`config.mk`:
```
export PLATFORM = sky130hd
export DESIGN_NAME = dcache_blocking_resp
export DESIGN_NICKNAME = d
export VERILOG_FILES = /design/src/rtl/dcache_blocking_resp.sv
export SDC_FILE = /design/constraint.sdc
export NUM_CORES = 1
export LEC_CHECK = 0
export BUFFER_PORTS_ARGS = -buffer_cell sky130_fd_sc_hd__buf_2
export CELL_PAD_IN_SITES_DETAIL_PLACEMENT = 2
export CELL_PAD_IN_SITES_GLOBAL_PLACEMENT = 2
export CORE_UTILIZATION = 40
export CTS_CLUSTER_DIAMETER = 150
export DETAILED_ROUTE_END_ITERATION = 6
export PLACE_DENSITY = 0.77
export SLEW_MARGIN = 10
export SYNTH_ARGS = -nofsm -noshare
export SYNTH_HDL_FRONTEND = slang
export SYNTH_SLANG_ARGS = --single-unit
```
`constraint.sdc`:
```
create_clock -name clk -period 5.2 [get_ports clk]
set_clock_uncertainty 0.2 [all_clocks]
set_input_delay 0 -clock clk [delete_from_list [all_inputs] [get_ports clk]]
set_output_delay 0 -clock clk [all_outputs]
set_load 0.01 [all_outputs]
```
`src/rtl/dcache_blocking_resp.sv`:
```
// Blocking dcache responder: direct-mapped write-through store plus a miss/write-through FSM.
// Optional hit/miss counters are enabled with DCACHE_BLOCKING_RESP_STATS_EN.
package dcache_blocking_pkg;
  localparam int ADDR_W = 32;
  localparam int DATA_W = 32;
  typedef enum logic {OP_LOAD = 1'b0, OP_STORE = 1'b1} op_e;
  typedef struct packed {
    op_e               op;
    logic [ADDR_W-1:0] addr;
    logic [DATA_W-1:0] data;
  } cmd_t;
  typedef struct packed {
    logic [DATA_W-1:0] data;
  } resp_t;
endpackage

module dcache_blocking_resp
  import dcache_blocking_pkg::*;
#(
  parameter int LINES = 16
) (
  input  logic              clk,
  input  logic              rst,
  input  logic              s0_valid_r,
  input  logic              s1_valid_r,
  input  cmd_t              s1_cmd_r,
  input  logic              s2_valid_r,
  input  cmd_t              s2_cmd_r,
  input  logic              s3_replay_r,
  output logic              busy_r,
  output logic              resp_valid_r,
  output resp_t             resp_w,
  output logic              resp_replay_r,
  output logic              resp_replay_inv_r,
  output logic              mem_req_valid_r,
  output logic              mem_req_wr_r,
  output logic [ADDR_W-1:0] mem_req_addr_r,
  output logic [DATA_W-1:0] mem_req_data_r,
  input  logic              mem_req_accept,
  input  logic              mem_rsp_valid,
  input  logic [DATA_W-1:0] mem_rsp_data,
  output logic [31:0]       stat_hit_r,
  output logic [31:0]       stat_miss_r
);
  localparam int IDX_W = $clog2(LINES);
  localparam int OFF_W = $clog2(DATA_W/8);
  localparam int TAG_W = ADDR_W - OFF_W - IDX_W;

  typedef enum logic [1:0] {ST_IDLE, ST_FILL_REQ, ST_FILL_WAIT, ST_WT_REQ} state_e;

  state_e              state_q, state_d;
  logic [LINES-1:0]    valid_q, valid_d;
  logic [TAG_W-1:0]    tag_q  [LINES];
  logic [DATA_W-1:0]   data_q [LINES];
  logic [DATA_W-1:0]   resp_data_q, resp_data_d;
  logic                busy_d, resp_replay_d, resp_inv_d;
  logic                req_valid_d, req_wr_d;
  logic [ADDR_W-1:0]   req_addr_d;
  logic [DATA_W-1:0]   req_data_d;

  logic [IDX_W-1:0]    s1_idx, s2_idx, fill_idx;
  logic [TAG_W-1:0]    s1_tag, s2_tag, fill_tag;
  logic                s1_load, s2_load, s1_hit, s2_hit;
  logic                s2_go, s2_miss, s2_store_commit, fill_we, store_we;

  assign s1_idx   = s1_cmd_r.addr[OFF_W +: IDX_W];
  assign s1_tag   = s1_cmd_r.addr[ADDR_W-1 -: TAG_W];
  assign s2_idx   = s2_cmd_r.addr[OFF_W +: IDX_W];
  assign s2_tag   = s2_cmd_r.addr[ADDR_W-1 -: TAG_W];
  assign fill_idx = mem_req_addr_r[OFF_W +: IDX_W];
  assign fill_tag = mem_req_addr_r[ADDR_W-1 -: TAG_W];
  assign s1_load  = (s1_cmd_r.op == OP_LOAD);
  assign s2_load  = (s2_cmd_r.op == OP_LOAD);
  assign s1_hit   = valid_q[s1_idx] && (tag_q[s1_idx] == s1_tag);
  assign s2_hit   = valid_q[s2_idx] && (tag_q[s2_idx] == s2_tag);

  assign s2_go           = s2_valid_r & ~resp_replay_r & ~s3_replay_r;
  assign s2_miss         = s2_valid_r & resp_replay_r & s2_load & (state_q == ST_IDLE) & ~s3_replay_r;
  assign s2_store_commit = s2_go & ~s2_load;
  assign fill_we         = (state_q == ST_FILL_WAIT) & mem_rsp_valid;
  // Store misses leave the array alone; only the write-through goes out.
  assign store_we        = s2_store_commit & s2_hit;

  always_comb begin
    state_d     = state_q;
    req_valid_d = mem_req_valid_r;
    req_wr_d    = mem_req_wr_r;
    req_addr_d  = mem_req_addr_r;
    req_data_d  = mem_req_data_r;
    unique case (state_q)
      ST_IDLE: begin
        if (s2_miss) begin
          state_d     = ST_FILL_REQ;
          req_valid_d = 1'b1;
          req_wr_d    = 1'b0;
          req_addr_d  = {s2_cmd_r.addr[ADDR_W-1:OFF_W], {OFF_W{1'b0}}};
        end else if (s2_store_commit) begin
          state_d     = ST_WT_REQ;
          req_valid_d = 1'b1;
          req_wr_d    = 1'b1;
          req_addr_d  = {s2_cmd_r.addr[ADDR_W-1:OFF_W], {OFF_W{1'b0}}};
          req_data_d  = s2_cmd_r.data;
        end
      end
      ST_FILL_REQ: if (mem_req_accept) begin
        state_d     = ST_FILL_WAIT;
        req_valid_d = 1'b0;
      end
      ST_FILL_WAIT: if (mem_rsp_valid) state_d = ST_IDLE;
      ST_WT_REQ: if (mem_req_accept) begin
        state_d     = ST_IDLE;
        req_valid_d = 1'b0;
      end
      default: state_d = ST_IDLE;
    endcase
  end

  always_comb begin
    valid_d = valid_q;
    if (fill_we) valid_d[fill_idx] = 1'b1;
    busy_d        = (state_d != ST_IDLE);
    resp_replay_d = s1_valid_r & ((s1_load & ~s1_hit) | busy_d);
    // A hit load that reads the line a store is writing this cycle saw stale data.
    resp_inv_d    = s1_valid_r & s1_load & s1_hit & s2_store_commit & (s2_idx == s1_idx);
    resp_data_d   = data_q[s1_idx];
  end

  always_ff @(posedge clk or posedge rst) begin
    if (rst) begin
      state_q           <= ST_IDLE;
      valid_q           <= '0;
      busy_r            <= 1'b0;
      resp_valid_r      <= 1'b0;
      resp_replay_r     <= 1'b0;
      resp_replay_inv_r <= 1'b0;
      resp_data_q       <= '0;
      mem_req_valid_r   <= 1'b0;
      mem_req_wr_r      <= 1'b0;
      mem_req_addr_r    <= '0;
      mem_req_data_r    <= '0;
    end else begin
      state_q           <= state_d;
      valid_q           <= valid_d;
      busy_r            <= busy_d;
      resp_valid_r      <= s1_valid_r;
      resp_replay_r     <= resp_replay_d;
      resp_replay_inv_r <= resp_inv_d;
      resp_data_q       <= resp_data_d;
      mem_req_valid_r   <= req_valid_d;
      mem_req_wr_r      <= req_wr_d;
      mem_req_addr_r    <= req_addr_d;
      mem_req_data_r    <= req_data_d;
    end
  end

  always_ff @(posedge clk) begin
    if (fill_we) begin
      tag_q[fill_idx]  <= fill_tag;
      data_q[fill_idx] <= mem_rsp_data;
    end else if (store_we) begin
      data_q[s2_idx] <= s2_cmd_r.data;
    end
  end

  assign resp_w = resp_t'(resp_data_q);

`ifdef DCACHE_BLOCKING_RESP_STATS_EN
  logic [31:0] stat_hit_q, stat_hit_d, stat_miss_q, stat_miss_d;
  logic        hit_inc;
  assign hit_inc = resp_valid_r & s2_load & ~resp_replay_r & ~s3_replay_r;

  always_comb begin
    stat_hit_d  = stat_hit_q;
    stat_miss_d = stat_miss_q;
    if (hit_inc && stat_hit_q != 32'hFFFF_FFFF) stat_hit_d = stat_hit_q + 32'd1;
    if (s2_miss && stat_miss_q != 32'hFFFF_FFFF) stat_miss_d = stat_miss_q + 32'd1;
  end

  always_ff @(posedge clk or posedge rst) begin
    if (rst) begin
      stat_hit_q  <= '0;
      stat_miss_q <= '0;
    end else begin
      stat_hit_q  <= stat_hit_d;
      stat_miss_q <= stat_miss_d;
    end
  end

  assign stat_hit_r  = stat_hit_q;
  assign stat_miss_r = stat_miss_q;
`else
  assign stat_hit_r  = '0;
  assign stat_miss_r = '0;
`endif

  logic unused_ok;
  assign unused_ok = ^{s0_valid_r, s1_cmd_r.data, s1_cmd_r.addr[OFF_W-1:0], s2_cmd_r.addr[OFF_W-1:0]};
endmodule

```
-- Word-level counts from Yosys, hierarchy flattened
Memory sizes are Yosys's and may differ from the RTL's. A register that Yosys moved wholly into a read port is not among the register bits.
Cells that the tools add are included.
- magnitude comparators: 4
- equality and inequality tests: 8
- muxes and demuxes: 27
- bitwise logic cells: 23
- reductions and logical operators: 12
- operators by type and width (operator ; number):
    two-way mux 32 bit ; 3
    == test 26 bit ; 2
    OR reduction 32 bit ; 1
    bitwise OR 16 bit ; 1
    AND 1 bit ; 15
    less-than comparator 4 x 5 -> 1 bit (second input constant) ; 3
    two-way mux 1 bit ; 13
    two-way mux 2 bit ; 5
    binary-select mux 1 bit (select 4 bit) ; 2
    case mux 2 bit (4 select lines) ; 1
    inverter 1 bit ; 6
    AND reduction 3 bit ; 2
    nonzero test 2 bit ; 3
    demux 1 bit (select 4 bit) ; 1
    == test 2 bit (second input constant) ; 2
    == test 4 bit ; 1
    greater-or-equal comparator 4 x 1 -> 1 bit (second input constant) ; 1
    two-way mux 4 bit ; 1
    logical AND 1 bit ; 3
    != test 3 bit (second input constant) ; 1
    == test 2 x 1 -> 1 bit (second input constant) ; 1
    zero test 2 bit ; 1
    != test 2 x 1 -> 1 bit (second input constant) ; 1
    case mux 1 bit (2 select lines) ; 1
    3 further kinds ; 3
- register bits: 88
- memory bits (writable): 928
- bits of input ports: 170
- memories: 2
- memory list (memory ; depth ; width ; read ports ; clocked after memory_dff ; write ports ; line ; RTL):
    data_q ; 16 ; 32 ; 1 ; 1 ; 1 ; 54 ; logic [DATA_W-1:0] data_q [LINES];
    tag_q ; 16 ; 26 ; 2 ; 0 ; 1 ; 53 ; logic [TAG_W-1:0] tag_q [LINES];

-- Longest topological paths before layout
- depth in word-level cells: 10
- depth in mapped cells: 14
- mapped depth without buffers: 8

-- Least setup slack after synthesis
No wires, ideal clock.
- kind: register to register
- start: mem tag_q[5][8] (netlist bit)
- end: mem data_q[14][0] (enable)
- library setup time: 470 ps
- arrival: 4862 ps
- data required time: 4530 ps
- slack: -332 ps
- stages on the path, launching flop included: 10
- clock period less this slack: 5532 ps
- cells stage by stage: edfxtp_1 > mux4_1 > mux4_2 > xnor2_1 > nand2_1 > nor4b_2 > and4_4 > nand4b_2 > buf_6 > o31ai_1
- RTL lines (element ; line):
    start: declaration ; 53
    end: declaration ; 54

==> flow_metrics.env <==
export IMPL_ctsHtreeMaxLevel=3
export IMPL_yosys_area_share_simple=0.0209
export IMPL_clkSinkCount=1046
export IMPL_cap_violations=0
export IMPL_cp_max_fo=16
export IMPL_synth_warnings=0
export IMPL_firstDrtPassIters=5
export IMPL_first_global_vias=27700
export IMPL_fin_util=0.484
export IMPL_startpoint_type="register"
export IMPL_io_pins=336
export IMPL_clk_path_buf_depth=3
export IMPL_track_usage=0.260
export IMPL_layout_worst_path_cycle_share=0.849
export IMPL_p_total_w=0.0219
export IMPL_cts_buffers=113
export IMPL_gp_congestion=0.785
export IMPL_cts_tree="done"
export IMPL_critical_path_class="register to register"
export IMPL_synth_xor_xnor_area_share=0.0108
export IMPL_reg2reg_slack_ps=790
export IMPL_synthTopCellsByCount="edfxtp_1 (928), mux4_2 (341), mux2i_1 (130), dfrtp_1 (118), buf_4 (71)"
export IMPL_grt_overflow=0
export IMPL_ys_seq_area_frac=0.690
export IMPL_hold_viol=0
export IMPL_max_slew_margin=0.182
export IMPL_syn_avg_cell_area_um2=20.4
export IMPL_required_ps=5410
export IMPL_power_frac_comb=0.117
export IMPL_nNetsFinal=2833
export IMPL_ff2ff_path_depth=9
export IMPL_ys_types=66
export IMPL_yosys_top_cells_area="edfxtp_1 (62%), mux4_2 (17%), dfrtp_1 (6.6%)"
export IMPL_wire_per_inst_um=34.4
export IMPL_cellPowerDensity_mw_per_mm2=409
export IMPL_ys_ff_latch=1046
export IMPL_worstPathArrival_ps=4620
export IMPL_async_flop_share=0.113
export IMPL_hold_path_depth=3
export IMPL_synth_fa_ha_area_frac=0
export IMPL_power_internal_w=0.0161
export IMPL_hpwl_um=83700
export IMPL_fmaxAchievable_ghz=0.227
export IMPL_cp_endpoint="data_q[11][15]"
export IMPL_peakVddDrop_uv=448
export IMPL_grt_pass1_wl_um=208000
export IMPL_syn_inst=2194
export IMPL_synth_most_common_cell="edfxtp_1"
export IMPL_clk_latency_ps=720
export IMPL_core_area_mm2=0.111
export IMPL_port_buffers=232
export IMPL_power_frac_seq=0.500
export IMPL_drc=0
export IMPL_detail_route_antenna_nets=0
export IMPL_synth_compound_area_frac=0.0207
export IMPL_status="finished clean"
export IMPL_die_w_um=336
export IMPL_num_rows=122
export IMPL_drt_iter0_drc=2448
export IMPL_setup_worst_path_start="tag_q[7][13]"
export IMPL_synth_edf_count=928
export IMPL_rsz0062_at_grt="no"
export IMPL_fill_cells=9827
export IMPL_tightest_slew_ps=1220
export IMPL_crit_path_end_kind="register"
export IMPL_ys_flop_type="edfxtp_1"
export IMPL_fp_dieArea_mm2=0.113
export IMPL_start_util=0.404
export IMPL_dp_cells=3874
export IMPL_synth_top_area_cell="edfxtp_1"
export IMPL_slew_violations=0
export IMPL_holdWs_ps=39.2
export IMPL_clkTransAtPathRegs_ps=60
export IMPL_antenna_found_initial=2
export IMPL_final_layout_size_suffix_gt1_frac=0.347
export IMPL_r2r_end="data_q[11][15]"
export IMPL_clock_power_share=0.383
export IMPL_area_growth_pct=19.9
export IMPL_instances_no_fill=4253
export IMPL_ctsRootBufferMaster="clkbuf_16"
export IMPL_post_route_min_period_ps=4410
export IMPL_switchingPower_w=0.00575
export IMPL_netlist_area_mm2=0.0447
export IMPL_setup_violations=0
export IMPL_hp_class="input pin to register"
export IMPL_vias=25200
export IMPL_vias_per_cell=5.92
export IMPL_leakage_nw=18.6
export IMPL_synthMuxAreaShare=0.230
export IMPL_wirelength_um=146000
export IMPL_grt_max_degree=93
export IMPL_chipHeight_um=336
export IMPL_timing_rr_start="tag_q[7][13]"
export IMPL_synth_top_area_frac=0.624
export IMPL_power_share_switching=0.263
export IMPL_postCtsSetupBuffers=0
export IMPL_final_setup_tns_ps=0
export IMPL_synth_top_family_by_area="multiplexers"
## stage by stage
| stage | instance area, µm² | setup slack (ps) |
|---|---|---|
| 3_5_place_dp | 48100 | 282 |
| 6_report | 53600 | 786 |
| 2_1_floorplan | 44900 | -332 |
| 4_1_cts | 53600 | 758 |
| 5_1_grt | 53600 | 716 |
| 3_3_place_gp | 48100 | 306 |
## cells in the final DEF (no fill, tap or decap), types with 21 or more instances in the layout
cell	Yosys	layout
buf_12	1	30
clkinv_2	0	21
mux2i_1	130	130
nand2_1	49	47
dlygate4sd3_1	0	162
xnor2_1	32	32
o21ai_0	21	21
dfrtp_1	118	118
clkbuf_1	56	29
mux4_2	341	341
xor2_1	23	23
nand2b_1	21	21
mux2_2	59	59
buf_2	24	226
buf_4	71	60
a22oi_1	24	24
conb_1	1	66
nor2_1	24	24
edfxtp_1	928	928
clkbuf_16	0	113
mux2_4	32	32
## metal layers
layer	track usage	part of all wire	wire, µm	vias to the layer above
met5	0	0.000089	13	-
met4	0.0717	0.025	3650	2
met3	0.0356	0.060	8750	227
met2	0.466	0.53	77700	1063
met1	0.330	0.38	56100	13900
li1	-	-	-	9946
## critical path, stage by stage, from the launching register on
cell,delay (ps)
edfxtp_1,420
mux4_2,490
mux2i_1,220
mux2i_1,130
xnor2_1,600
nand4_1,250
nor4_4,390
nand4b_4,570
o31ai_4,560
buf_12,260
## flip-flops by register name (all words and copies together), names as in the netlist, 2 cells and up
register	count
mem_req_data_r	32
valid_q	16
mem_req_addr_r	30
tag_q	416
state_q	2
data_q	512
resp_w	32
## layout make-up
type	count	area, µm²	share of cell area
sequential	1046	30800	0.575
multi-input combinational	997	13100	0.244
antenna	2	5.00	0.0000934
clock inverter	59	707	0.0132
timing repair buffer	482	3860	0.0720
clock buffer	156	3130	0.0584
inverter	23	91.3	0.00171
tap	1488	1860	0.0348
## worst min-delay path by stage
stage	start	to	slack [ps]
5_1_grt	s2_cmd_r[38]	mem_req_addr_r[6]	60
4_1_cts	s2_cmd_r[38]	mem_req_addr_r[6]	30
2_1_floorplan	s1_valid_r	resp_valid_r	-170
3_5_place_dp	rst	mem_req_addr_r[14]	-150
6_report	s2_cmd_r[35]	mem_req_addr_r[3]	40
3_3_place_gp	rst	mem_req_addr_r[14]	-160
## repair_timing
item	4_1_cts	5_1_grt
endpoints found under the setup margin	0	0
hold endpoints to repair	702	0
hold buffers	162	0
gates resized for setup	0	0
## power groups by stage
stage	clock, W	combinational, W	sequential, W
finish	0.00838	0.00256	0.0109
CTS	0.00847	0.00256	0.0109
floorplan	0	0.00131	0.0109
global placement	0	0.00232	0.0109
detailed placement	0	0.00243	0.0111
global route	0.00878	0.00271	0.0110
## logic make-up after synthesis
logic type	after synthesis
buffers and inverters	216
and+or+nand+nor	173
muxes	568
DFF	1046
AOI/OAI and AO/OA	135
xor gates and xnor gates	55
other	1
No activity file was read; power rests on OpenSTA's default activity.
